File: src/rtl/mips_memory_access_controller.sv
// Memory-stage data access sequencer: drives a req/ack memory port with byte lanes, stalls the pipeline,
// returns extended load data and faults on a silent bus. Optional alignment check: MIPS_MEMORY_ACCESS_ALIGN_CHECK_EN.
module mips_memory_access_controller #(
  parameter int ADDR_W  = 32,
  parameter int TIMEOUT = 15
) (
  input  logic              clock,
  input  logic              reset,
  input  logic              req_valid,
  input  logic              req_write,
  input  logic [1:0]        req_size,
  input  logic              req_unsigned,
  input  logic [ADDR_W-1:0] req_addr,
  input  logic [31:0]       req_wdata,
  output logic              stall,
  output logic              resp_valid,
  output logic [31:0]       resp_rdata,
  output logic              fault,
  output logic              misalign,
  output logic              mem_req,
  output logic              mem_we,
  output logic [ADDR_W-1:0] mem_addr,
  output logic [3:0]        mem_be,
  output logic [31:0]       mem_wdata,
  input  logic              mem_ack,
  input  logic [31:0]       mem_rdata
);
  localparam logic [1:0] S_IDLE = 2'd0;
  localparam logic [1:0] S_BUSY = 2'd1;
  localparam logic [1:0] S_DONE = 2'd2;
  localparam int CNT_W = (TIMEOUT > 0) ? $clog2(TIMEOUT + 1) : 1;
  localparam logic [CNT_W-1:0] CNT_MAX = CNT_W'(TIMEOUT);

  logic [1:0]        r_state;
  logic [CNT_W-1:0]  r_cnt;
  logic              r_we, r_uns, r_fault, r_misalign;
  logic [1:0]        r_size, r_lane;
  logic [ADDR_W-1:0] r_addr;
  logic [3:0]        r_be;
  logic [31:0]       r_wdata, r_rdata;
  logic              w_req, w_misalign, w_timeout;

  function automatic logic [3:0] lane_be(input logic [1:0] size, input logic [1:0] a);
    case (size)
      2'd1:    lane_be = 4'b0001 << a;
      2'd2:    lane_be = a[1] ? 4'b1100 : 4'b0011;
      default: lane_be = 4'b1111;
    endcase
  endfunction

  function automatic logic [31:0] lane_wdata(input logic [1:0] size, input logic [31:0] wd);
    case (size)
      2'd1:    lane_wdata = {4{wd[7:0]}};
      2'd2:    lane_wdata = {2{wd[15:0]}};
      default: lane_wdata = wd;
    endcase
  endfunction

  function automatic logic [31:0] load_extend(input logic [31:0] raw, input logic [1:0] size,
                                              input logic [1:0] lane, input logic uns);
    logic [31:0]        w_sh;
    logic signed [7:0]  w_b;
    logic signed [15:0] w_h;
    logic signed [31:0] w_sb, w_shw;
    case (size)
      2'd1:    w_sh = raw >> {lane, 3'b000};
      2'd2:    w_sh = raw >> {lane[1], 4'b0000};
      default: w_sh = raw;
    endcase
    w_b   = w_sh[7:0];
    w_h   = w_sh[15:0];
    w_sb  = 32'(w_b);
    w_shw = 32'(w_h);
    case (size)
      2'd1:    load_extend = uns ? {24'd0, w_sh[7:0]} : w_sb;
      2'd2:    load_extend = uns ? {16'd0, w_sh[15:0]} : w_shw;
      default: load_extend = w_sh;
    endcase
  endfunction

  assign w_req = req_valid & (req_size != 2'd0);
`ifdef MIPS_MEMORY_ACCESS_ALIGN_CHECK_EN
  assign w_misalign = ((req_size == 2'd2) & req_addr[0]) |
                      ((req_size == 2'd3) & (req_addr[1:0] != 2'd0));
`else
  assign w_misalign = 1'b0;
`endif
  assign w_timeout = (TIMEOUT != 0) && (r_cnt == CNT_MAX);

  // Reset is folded into stall so every output reads 0 while it is held.
  assign stall      = ~reset & w_req & (r_state != S_DONE);
  assign resp_valid = (r_state == S_DONE);
  assign resp_rdata = r_rdata;
  assign fault      = r_fault;
  assign misalign   = r_misalign;
  assign mem_req    = (r_state == S_BUSY);
  assign mem_we     = r_we;
  assign mem_addr   = r_addr;
  assign mem_be     = r_be;
  assign mem_wdata  = r_wdata;

  always_ff @(posedge clock or posedge reset) begin
    if (reset) begin
      r_state    <= S_IDLE;
      r_cnt      <= '0;
      r_we       <= 1'b0;
      r_uns      <= 1'b0;
      r_size     <= 2'd0;
      r_lane     <= 2'd0;
      r_addr     <= '0;
      r_be       <= 4'd0;
      r_wdata    <= 32'd0;
      r_rdata    <= 32'd0;
      r_fault    <= 1'b0;
      r_misalign <= 1'b0;
    end else begin
      case (r_state)
        S_IDLE: begin
          if (w_req) begin
            r_we    <= req_write;
            r_uns   <= req_unsigned;
            r_size  <= req_size;
            r_lane  <= req_addr[1:0];
            r_addr  <= {req_addr[ADDR_W-1:2], 2'b00};
            r_be    <= lane_be(req_size, req_addr[1:0]);
            r_wdata <= lane_wdata(req_size, req_wdata);
            r_cnt   <= '0;
            if (w_misalign) begin
              r_state    <= S_DONE;
              r_misalign <= 1'b1;
            end else begin
              r_state <= S_BUSY;
            end
          end
        end
        S_BUSY: begin
          // An ack arriving together with the last allowed cycle still completes cleanly.
          if (mem_ack) begin
            r_state <= S_DONE;
            r_rdata <= r_we ? 32'd0 : load_extend(mem_rdata, r_size, r_lane, r_uns);
          end else if (w_timeout) begin
            r_state <= S_DONE;
            r_fault <= 1'b1;
          end else begin
            r_cnt <= r_cnt + CNT_W'(1);
          end
        end
        S_DONE: begin
          r_state    <= S_IDLE;
          r_rdata    <= 32'd0;
          r_fault    <= 1'b0;
          r_misalign <= 1'b0;
        end
        default: r_state <= S_IDLE;
      endcase
    end
  end
endmodule

File: config.mk
export PLATFORM = sky130hd
export DESIGN_NAME = mips_memory_access_controller
export DESIGN_NICKNAME = d
export VERILOG_FILES = /design/src/rtl/mips_memory_access_controller.sv
export SDC_FILE = /design/constraint.sdc
export NUM_CORES = 1
export LEC_CHECK = 0
export CORE_ASPECT_RATIO = 0.5
export CORE_UTILIZATION = 35
export DETAILED_ROUTE_END_ITERATION = 16
export PLACE_DENSITY = 0.67
export SKIP_LAST_GASP = 1
export SYNTH_ARGS = -nofsm -noshare
export SYNTH_HDL_FRONTEND = slang
export SYNTH_SLANG_ARGS = --single-unit
File: constraint.sdc
create_clock -name clock -period 9.6 [get_ports clock]
set_input_delay 1.44 -clock clock [delete_from_list [all_inputs] [get_ports clock]]
set_output_delay 1.44 -clock clock [all_outputs]
set_load 0.1 [all_outputs]
==> out/qor.txt <==
STATUS
-------------------------------------------------------------------------------------------
Outcome                                                                        complete, no violations

LAYOUT
-------------------------------------------------------------------------------------------
Final layout net count                                                                  816
Antenna Diode Count                                                                       0
Total area of multi-input combinational cells                                    2160 sq um
Highest-count cells in the layout ignoring fill and taps                       206 x clkdlybuf4s50_1, 134 x nand2_1, 111 x dfrtp_1, 42 x nand2b_1, 27 x nor2_1
Most frequent standard cell in the layout excluding fill and tap cells         clkdlybuf4s50_1
Fillcell total                                                                        1,251
Fraction of the core area covered by cells at the end of the flow                     54.8%
Area occupied by registers                                                       2780 sq um
Post-synthesis to final-layout area growth                                            48.9%
Share of post-route cells with drive strength above 1                                 4.50%
Post-route standard cell area excluding fillers                                  7610 sq um

TIMING
-------------------------------------------------------------------------------------------
Hold Vio Cnt, Final                                                                       0
Worst rel slew slack                                                                  32.2%
Number of pins exceeding their max-slew limit in the final report                         0
Final Worst Setup Slack                                                             4.39 ns
Crit share post-route                                                                 54.3%
RSZ-0062 raised after global routing                                                  false
Highest Clock Rate                                                                  192 MHz
Slew of the pin with the lowest slew margin                                         1.01 ns
Final TNS setup                                                                        0 ns
Crit path time final                                                                5.21 ns
Number of setup violations in the final report                                            0
Final worst clock skew                                                           0.00638 ns

SYNTH
-------------------------------------------------------------------------------------------
Synth Register Bits                                                                     111
Post-Syn Instances                                                                      519
Distinct cells, synth                                                                    38
Sequential-to-total area share from yosys stat                                        54.4%
Post-synth design cell area                                                      5110 sq um
Post-Syn Area per Cell                                                           9.84 sq um
Total of warnings raised by yosys                                                         0

GLOBAL ROUTE
-------------------------------------------------------------------------------------------
Via count of the first global-routing pass                                            4,462
Fraction of met1 tracks used by global routing                                        26.3%
Remaining Overflow, GRT                                                                   0
Met3 Use GR                                                                           4.45%
Met2 global-route usage                                                               34.5%
Routing layer with the top usage in global route                                       met2
Initial antenna violation count                                                           0
Maximum number of pins on one net before global-route repair                             63
Global-route wire length before repair                                            23,800 um
GR Util All Layers                                                                    19.9%

DRT
-------------------------------------------------------------------------------------------
Via count of the routed design                                                        4,504
Routed WL per cell                                                                  16.6 um
Number of iterations in the first detailed-routing pass                                   5
Number of design-rule violations left by the first detailed-router iteration            303
Post-route antenna net violation count                                                    0
Number of remaining DRC errors                                                            0
Average via count per standard cell                                                    4.99
Routed wire length                                                                15,000 um

PLACE
-------------------------------------------------------------------------------------------
Post-detailed-placement half-perimeter wirelength                                 10,600 um
Number of buffers added on ports                                                        206
Standard cell area after detailed placement                                      7320 sq um
GP Congestion                                                                         0.790
Worst setup timing slack at the placement stage                                     4.37 ns

CRITICAL PATH
-------------------------------------------------------------------------------------------
Data arrival time of the worst path                                                 3.77 ns
Worst path bufs/invs                                                                      3
Slowest CP cell                                                                clkdlybuf4s50_1
Number of cells on the worst reg-to-reg path                                              6
Kind of end point of the critical path                                           output pin
Crit Reg-Reg Startpoint                                                        r_size[0]$_DFFE_PP0P_
Critical path start-end classification                                               in2out
Critical path data required time                                                    8.16 ns
Worst path top cell family by delay                                            buffers and inverters
Startpoint kind of the worst setup timing path                                    input pin
Chain of cells forming the critical path                                       clkdlybuf4s50_1 -> inv_1 -> ha_1 -> nand2b_1 -> nor3_1 -> clkdlybuf4s50_1
CP max stage delay                                                                  1.16 ns
Reg-to-reg slack, setup                                                             6.99 ns
Crit Reg-Reg Endpoint                                                          resp_rdata[6]$_DFFE_PP0P_
Maximum fanout encountered on the critical timing path                                    3
CP most frequent cell                                                          clkdlybuf4s50_1

CTS
-------------------------------------------------------------------------------------------
Post-cts repair resize count                                                              0
Total CTS buffers                                                                         9
CTS Root Buffer Type                                                              clkbuf_16
Number of hold buffers added after cts                                                    0
Clk Latency, worst-skew pair                                                        0.34 ns
Max Buffers Root-to-Sink                                                                  2
CTS tree                                                                               done
Clock edge transition at the registers on the reported setup and hold paths         0.07 ns
Number of H-tree levels                                                                   3
CTS sink count                                                                          111
Post-CTS Setup Repair Bufs                                                                0

FLOORPLANNING
-------------------------------------------------------------------------------------------
Die width                                                                            173 um
Initial Util                                                                          36.8%
Core outline area                                                              13,900 sq um
Top Ports                                                                               210
Floorplan row count                                                                      30
Die footprint                                                                  15,100 sq um
Die H                                                                               87.4 um

WORST HOLD PATH
-------------------------------------------------------------------------------------------
Worst Hold Class                                                                    reg2reg
Min-Delay Endpoint                                                             mem_addr[2]$_DFFE_PP0P_
HP Start                                                                       mem_addr[2]$_DFFE_PP0P_
Instance count along the most critical hold path                                          2

RUN
-------------------------------------------------------------------------------------------
Reported max-cap violation count                                                          0

==> routing by layer <==
metal / vias to the layer above / wire length (um) / share of wire (%)
met5: - / 0 / 0
met4: 0 / 80 / 0.53
met3: 7 / 766 / 5.1
met2: 136 / 7440 / 50
met1: 2200 / 6730 / 45
li1: 2161 / - / -
==> sequential cells by signal, indices dropped and copies added (netlist names) <==
name,flops
mem_be,4
r_lane,2
r_uns,1
mem_addr,30
fault,1
mem_we,1
resp_rdata,32
r_size,2
r_cnt,4
mem_wdata,32
r_state,2
==> through the flow <==
stage	hold WS, ns	cells
after detailed placement	0.461	887
after global placement	0.451	887
after floorplan	0.451	521
after global routing	0.498	903
final	0.475	903
after CTS	0.480	903
==> worst min-delay path, delay by kind of cell, from the launching register on <==
family	cells	cell delay (ns)
DFF	1	0.34
and+or+nand+nor	2	0.11
==> synthesized netlist by cell type (all sizes together) <==
library cell    n  share of area (%)
a211oi          6               0.88
a21oi          27                2.6
a221o          14                2.7
a22o           10                1.7
a22oi           1               0.15
a31o            1               0.17
a31oi           3               0.37
a32o           24                4.7
and3            2               0.24
buf            17                1.7
clkbuf         21                1.5
conb            1              0.073
dfrtp         111                 54
ha              6                1.5
inv             9               0.66
mux2            2               0.51
mux2i           9                2.0
nand2         134                9.8
nand2b         42                5.1
nand3           5               0.49
nor2           27                2.0
nor2b           6               0.73
nor3            3               0.29
nor3b           8                1.2
nor4bb          1               0.20
o211ai          3               0.44
o21a            2               0.29
o21ai          13                1.3
o221ai          8                1.7
or2b            1               0.15
or3             1               0.12
xor2            1               0.17
==> logic make-up after synthesis <==
| logic type | count (synthesis) | share of synthesized area, % |
|---|---|---|
| mux | 11 | 2.52 |
| flops | 111 | 54.4 |
| buf+inv | 47 | 3.92 |
| xor+xnor | 1 | 0.171 |
| simple gates | 230 | 20.4 |
| fa+ha+maj | 6 | 1.47 |
| other cells | 1 | 0.0734 |
| compound gates | 112 | 17.1 |
==> worst max-delay path by stage <==
stage / start / to / slack (ns) / cells past startpoint
final: req_size[0] / stall / 4.39 / 6
after global routing: req_size[0] / stall / 4.33 / 6
after CTS: req_size[0] / stall / 4.36 / 6
after detailed placement: req_size[0] / stall / 4.37 / 6
after global placement: req_size[0] / stall / 4.42 / 6
after floorplan: req_size[0] / stall / 4.28 / 4
==> layout make-up <==
| class | count | share of cell area [%] |
|---|---|---|
| well taps | 192 | 3.16 |
| clock inverters | 7 | 0.773 |
| inverters | 9 | 0.477 |
| flip-flops and latches | 111 | 36.5 |
| clock buffers | 9 | 2.96 |
| repair buffers | 212 | 27.7 |
| multi-input cells | 363 | 28.4 |
Power is left out: the tool's default activity adds up to more than one toggle a clock period on the data nets, which glitch-free logic cannot reach.
